[src/rtl/iq_demod_pkg.sv]
// Shared widths, output word type and accumulator slicing helper for the I/Q demodulator.
package iq_demod_pkg;

    localparam int DEF_ADC_WIDTH      = 14;
    localparam int DEF_AMPLITUDE_BITS = 14;
    localparam int DEF_ACC_WIDTH      = 48;
    localparam int DEF_DECIM_WIDTH    = 16;
    localparam int DEF_OUT_WIDTH      = 32;

    localparam int MAX_ACC_WIDTH = 128;
    localparam int MAX_OUT_WIDTH = 64;

    typedef struct packed {
        logic signed [DEF_OUT_WIDTH-1:0] q;
        logic signed [DEF_OUT_WIDTH-1:0] i;
    } iq_word_t;

    // Top out_w bits of an acc_w-bit accumulator: a plain arithmetic floor, no rounding.
    function automatic logic [MAX_OUT_WIDTH-1:0] top_slice(
        input logic [MAX_ACC_WIDTH-1:0] acc,
        input int                       acc_w,
        input int                       out_w
    );
        return MAX_OUT_WIDTH'(acc >> (acc_w - out_w));
    endfunction

endpackage

[src/rtl/iq_demod_accum_mac_dump.sv]
// One channel of signed accumulate-and-dump; result is the block sum including the current product.
module mac_dump
    import iq_demod_pkg::*;
#(
    parameter int PROD_WIDTH = DEF_ADC_WIDTH + DEF_AMPLITUDE_BITS,
    parameter int ACC_WIDTH  = DEF_ACC_WIDTH
) (
    input  logic                        clk,
    input  logic                        rst,
    input  logic signed [PROD_WIDTH-1:0] product_i,
    input  logic                        p_valid_i,
    input  logic                        last_i,
    output logic signed [ACC_WIDTH-1:0]  result_o,
    output logic                        dump_o
);

    logic signed [ACC_WIDTH-1:0] acc_q, acc_d, sum;

    assign sum = acc_q + {{(ACC_WIDTH-PROD_WIDTH){product_i[PROD_WIDTH-1]}}, product_i};

    // NOTE: default assignment first so every path drives acc_d and no latch is inferred.
    always_comb begin
        acc_d = acc_q;
        if (p_valid_i) begin
            acc_d = last_i ? '0 : sum;
        end
    end

    // NOTE: state registers use non-blocking assignments so all flops update together at the edge.
    always_ff @(posedge clk or posedge rst) begin
        if (rst) begin
            acc_q <= '0;
        end else begin
            acc_q <= acc_d;
        end
    end

    assign result_o = sum;
    assign dump_o   = p_valid_i & last_i;

endmodule

[src/rtl/iq_demod_accum.sv]
// Mixes ADC samples with NCO sine/cosine, integrates over N samples and emits {Q,I} on AXI4-Stream.
module iq_demod_accum
    import iq_demod_pkg::*;
#(
    parameter int ADC_WIDTH      = DEF_ADC_WIDTH,
    parameter int AMPLITUDE_BITS = DEF_AMPLITUDE_BITS,
    parameter int ACC_WIDTH      = DEF_ACC_WIDTH,
    parameter int DECIM_WIDTH    = DEF_DECIM_WIDTH,
    parameter int OUT_WIDTH      = DEF_OUT_WIDTH
) (
    input  logic                             clk,
    input  logic                             rst,
    input  logic signed [ADC_WIDTH-1:0]      adc_data,
    input  logic                             adc_valid,
    input  logic signed [AMPLITUDE_BITS-1:0] sine_wave,
    input  logic signed [AMPLITUDE_BITS-1:0] cos_wave,
    input  logic [DECIM_WIDTH-1:0]           decim,
    input  logic                             clear_overflow,
    output logic [2*OUT_WIDTH-1:0]           m_axis_tdata,
    output logic                             m_axis_tvalid,
    input  logic                             m_axis_tready,
    output logic                             overflow
);

    localparam int PROD_WIDTH = ADC_WIDTH + AMPLITUDE_BITS;

    logic signed [PROD_WIDTH-1:0] mix_i_q, mix_q_q;
    logic                         p_valid_q;

    always_ff @(posedge clk or posedge rst) begin
        if (rst) begin
            mix_i_q   <= '0;
            mix_q_q   <= '0;
            p_valid_q <= 1'b0;
        end else begin
            p_valid_q <= adc_valid;
            if (adc_valid) begin
                mix_i_q <= PROD_WIDTH'(adc_data) * PROD_WIDTH'(cos_wave);
                mix_q_q <= PROD_WIDTH'(adc_data) * PROD_WIDTH'(sine_wave);
            end
        end
    end

    logic [DECIM_WIDTH-1:0] cnt_q, cnt_d, n_q, n_d, n_eff;
    logic                   last;

    // At the start of a block the live decim value governs, so a new N takes effect on block boundaries only.
    always_comb begin
        n_eff = n_q;
        if (cnt_q == '0) begin
            n_eff = (decim == '0) ? DECIM_WIDTH'(1) : decim;
        end
        last  = (cnt_q == n_eff - DECIM_WIDTH'(1));
        n_d   = n_q;
        cnt_d = cnt_q;
        if (p_valid_q) begin
            if (cnt_q == '0) begin
                n_d = n_eff;
            end
            cnt_d = last ? '0 : cnt_q + DECIM_WIDTH'(1);
        end
    end

    always_ff @(posedge clk or posedge rst) begin
        if (rst) begin
            cnt_q <= '0;
            n_q   <= DECIM_WIDTH'(1);
        end else begin
            cnt_q <= cnt_d;
            n_q   <= n_d;
        end
    end

    logic signed [ACC_WIDTH-1:0] i_res, q_res;
    logic                        i_dump, q_dump, dump;

    mac_dump #(.PROD_WIDTH(PROD_WIDTH), .ACC_WIDTH(ACC_WIDTH)) u_mac_i (
        .clk       (clk),
        .rst       (rst),
        .product_i (mix_i_q),
        .p_valid_i (p_valid_q),
        .last_i    (last),
        .result_o  (i_res),
        .dump_o    (i_dump)
    );

    mac_dump #(.PROD_WIDTH(PROD_WIDTH), .ACC_WIDTH(ACC_WIDTH)) u_mac_q (
        .clk       (clk),
        .rst       (rst),
        .product_i (mix_q_q),
        .p_valid_i (p_valid_q),
        .last_i    (last),
        .result_o  (q_res),
        .dump_o    (q_dump)
    );

    assign dump = i_dump & q_dump;

    logic [2*OUT_WIDTH-1:0] tdata_q, tdata_d;
    logic                   tvalid_q, tvalid_d, ovf_q, ovf_d;
    logic                   load, drop;

    // A dump while the held beat is stalled is discarded; the held beat stays untouched.
    always_comb begin
        load     = dump & (~tvalid_q | m_axis_tready);
        drop     = dump & tvalid_q & ~m_axis_tready;
        tvalid_d = tvalid_q;
        tdata_d  = tdata_q;
        if (load) begin
            tvalid_d = 1'b1;
            tdata_d  = {OUT_WIDTH'(top_slice(MAX_ACC_WIDTH'(q_res), ACC_WIDTH, OUT_WIDTH)),
                        OUT_WIDTH'(top_slice(MAX_ACC_WIDTH'(i_res), ACC_WIDTH, OUT_WIDTH))};
        end else if (tvalid_q && m_axis_tready) begin
            tvalid_d = 1'b0;
        end
        ovf_d = drop | (ovf_q & ~clear_overflow);
    end

    always_ff @(posedge clk or posedge rst) begin
        if (rst) begin
            tdata_q  <= '0;
            tvalid_q <= 1'b0;
            ovf_q    <= 1'b0;
        end else begin
            tdata_q  <= tdata_d;
            tvalid_q <= tvalid_d;
            ovf_q    <= ovf_d;
        end
    end

    assign m_axis_tdata  = tdata_q;
    assign m_axis_tvalid = tvalid_q;
    assign overflow      = ovf_q;

endmodule

[config.mk]
export PLATFORM = sky130hd
export DESIGN_NAME = iq_demod_accum
export DESIGN_NICKNAME = d
export VERILOG_FILES = /design/src/rtl/iq_demod_pkg.sv /design/src/rtl/iq_demod_accum_mac_dump.sv /design/src/rtl/iq_demod_accum.sv
export SDC_FILE = /design/constraint.sdc
export NUM_CORES = 2
export LEC_CHECK = 0
export ABC_AREA = 1
export CAP_MARGIN = 20
export CORE_ASPECT_RATIO = 0.9
export CORE_MARGIN = 1
export CORE_UTILIZATION = 65
export CTS_CLUSTER_SIZE = 40
export DETAILED_ROUTE_END_ITERATION = 10
export PLACE_DENSITY = 0.87
export SYNTH_ARGS = -nofsm -noshare
export SYNTH_HDL_FRONTEND = slang
export SYNTH_HIERARCHICAL = 1
export SYNTH_SLANG_ARGS = --single-unit
[constraint.sdc]
create_clock -name clk -period 14.1 [get_ports clk]
set_input_delay 2.115 -clock clk [delete_from_list [all_inputs] [get_ports clk]]
set_output_delay 2.115 -clock clk [all_outputs]
set_load 0.05 [all_outputs]
==> flow_metrics.tcl <==
set metrics [dict create \
    startpoint_type "primary input" \
    clk_path_buf_depth 3 \
    fin_area_um2 37820 \
    syn-num-nets 5660 \
    clk_pin_slew_ns 0.09 \
    placed_area_um2 36940 \
    fin_setup_tns_ns 0 \
    cp.required_ns 14.54 \
    firstDrtPassIters 9 \
    critPathKind "primary input to register" \
    timing.hold.ws_ns 0.4806 \
    syn2layout_area_growth_pct 7.761 \
    synthCells 4974 \
    drc_errors 10 \
    cp_data_arrival_time_ns 8.58 \
    portBuffers 128 \
    antenna_found_initial 0 \
    grt_max_degree 96 \
    clock_latency_ns 0.57 \
    dr.first_iter.drc_count 2158 \
    num_rows 80 \
    cap_violations 0 \
    post-cts-setup-buffers 0 \
    hold_path.class "register to register" \
    die_x_um 246.9 \
    hold_buffers 0 \
    wl_met2_um 42500 \
    netlist_area_um2 35100 \
    syn_area_per_cell_um2 7.056 \
    antenna_left 0 \
    routedWlPerCell_um 15.55 \
    wl_um 89450 \
    die_h_um 222.4 \
    cts_sinks 251 \
    htree_levels 1 \
    drive_above_1_share 0.05459 \
    cp_max_fo 14 \
    fp.dieArea_um2 54930 \
    overflow 0 \
    cts_resized 0 \
    fin_skew_ns 0.03014 \
    nets 5723 \
    cts_made_buffers 27 \
    diodes 0 \
    grt_pass1_wl_um 150800 \
    pin_count 129 \
    post-route-period-util 0.5778 \
    root_buffer "clkbuf_16" \
    rsz0062_at_grt "no" \
    finalSetupViolations 0 \
    worst_pin_slew_ns 1.007 \
    outcome "complete, but fails checks" \
    violations "design-rule violations" \
    fin_crit_ns 8.147 \
    cts_tree "yes" \
    dp_hpwl_um 71960 \
    crit_path_end_kind "register" \
    wl_met1_um 37480 \
    place_congestion 1.018 \
    slew_violations 0 \
    fmax_mhz 122.8 \
    grt_util_all_layers 0.3418 \
    initial_core_util 0.6603 \
    fillers 4430 \
    grt_pass1_vias 30850 \
    synth_warnings 6 \
    core_um2 53150 \
    via_per_inst 5.292 \
    wl_met3_um 6144 \
    num_vias 30450 \
    timing.slew.headroom 0.3290 \
    highest_layer "met4" \
    hold_viol_final 0 \
]
layout make-up:
class | count | area, um2 | share of cell area
tap | 697 | 872.1 | 0.02306
timing repair buffer | 151 | 1474 | 0.03897
sequential | 251 | 6282 | 0.1661
clock inverter | 12 | 98.84 | 0.002613
clock buffer | 36 | 739.5 | 0.01955
multi-input combinational | 3386 | 23770 | 0.6285
inverter | 1220 | 4584 | 0.1212
registers in the layout, indices dropped and copies added (netlist names):
name,cells
p_valid_q,1
n_q,16
m_axis_tvalid,1
cnt_q,16
m_axis_tdata,64
mix_i_q,28
u_mac_i/acc_q,48
u_mac_q/acc_q,48
mix_q_q,28
overflow,1
worst paths after layout:
path | start | endpoint | slack [ns] | cells past startpoint
min in group asynchronous | rst | u_mac_q/acc_q[38]$_DFFE_PP0P_ | 2.05 | 2
hold reg to reg | n_q[8]$_DFFE_PP0P_ | n_q[8]$_DFFE_PP0P_ | 0.48 | 2
setup reg to reg | cnt_q[0]$_DFFE_PP0P_ | m_axis_tdata[12]$_DFFE_PP0P_ | 8.90 | 21
hold / removal | n_q[8]$_DFFE_PP0P_ | n_q[8]$_DFFE_PP0P_ | 0.48 | 2
max in group asynchronous | rst | n_q[2]$_DFFE_PP0P_ | 10.53 | 3
setup / recovery | cos_wave[5] | mix_i_q[27]$_DFFE_PP0P_ | 5.95 | 21
cells in the final DEF (no fill, tap or decap), types with 16 or more instances in the layout:
cell             count
a21oi_1            100
a31oi_1             20
and2_1              50
buf_4               21
clkbuf_16           27
clkdlybuf4s50_1    127
dfrtp_1            250
fa_1               392
ha_1               231
inv_1             1208
mux2_2              64
nand2_1           1637
nand2_2             22
nand3_1            204
nand3_2             20
nand3b_1            16
nand4_1             32
nor2_1             253
nor2_2              30
o21ai_0             71
or2_2               26
xnor2_1             38
xor2_1              61
per-stage QoR:
step / std cells / util / setup slack (ns)
final: 5753 / 0.7116 / 5.953
after CTS: 5751 / 0.7108 / 5.986
after floorplan: 4974 / - / 6.209
after global placement: 5703 / 0.6951 / 5.559
after global routing: 5753 / 0.7116 / 5.567
after detailed placement: 5703 / 0.6951 / 5.372
critical path, stage by stage:
cell	delay, ns
clkdlybuf4s50_1	0.81
nand2_1	0.38
inv_1	0.10
fa_1	0.78
inv_1	0.11
fa_1	0.60
inv_1	0.11
fa_1	0.58
inv_1	0.07
fa_1	0.53
fa_1	0.56
fa_1	0.54
inv_1	0.04
ha_1	0.34
inv_1	0.12
o21bai_1	0.09
a21oi_1	0.14
nor2_1	0.06
a211oi_1	0.24
xor2_1	0.16
o21ai_0	0.08
layer usage:
| metal | track usage | vias up |
|---|---|---|
| met5 | 0 | - |
| met4 | 0.1223 | 0 |
| met3 | 0.04445 | 251 |
| met2 | 0.5746 | 1063 |
| met1 | 0.4520 | 14350 |
| li1 | - | 14780 |
Power is not shown: default switching activity piles up to over one toggle a cycle in this logic, so the estimate is an artifact.
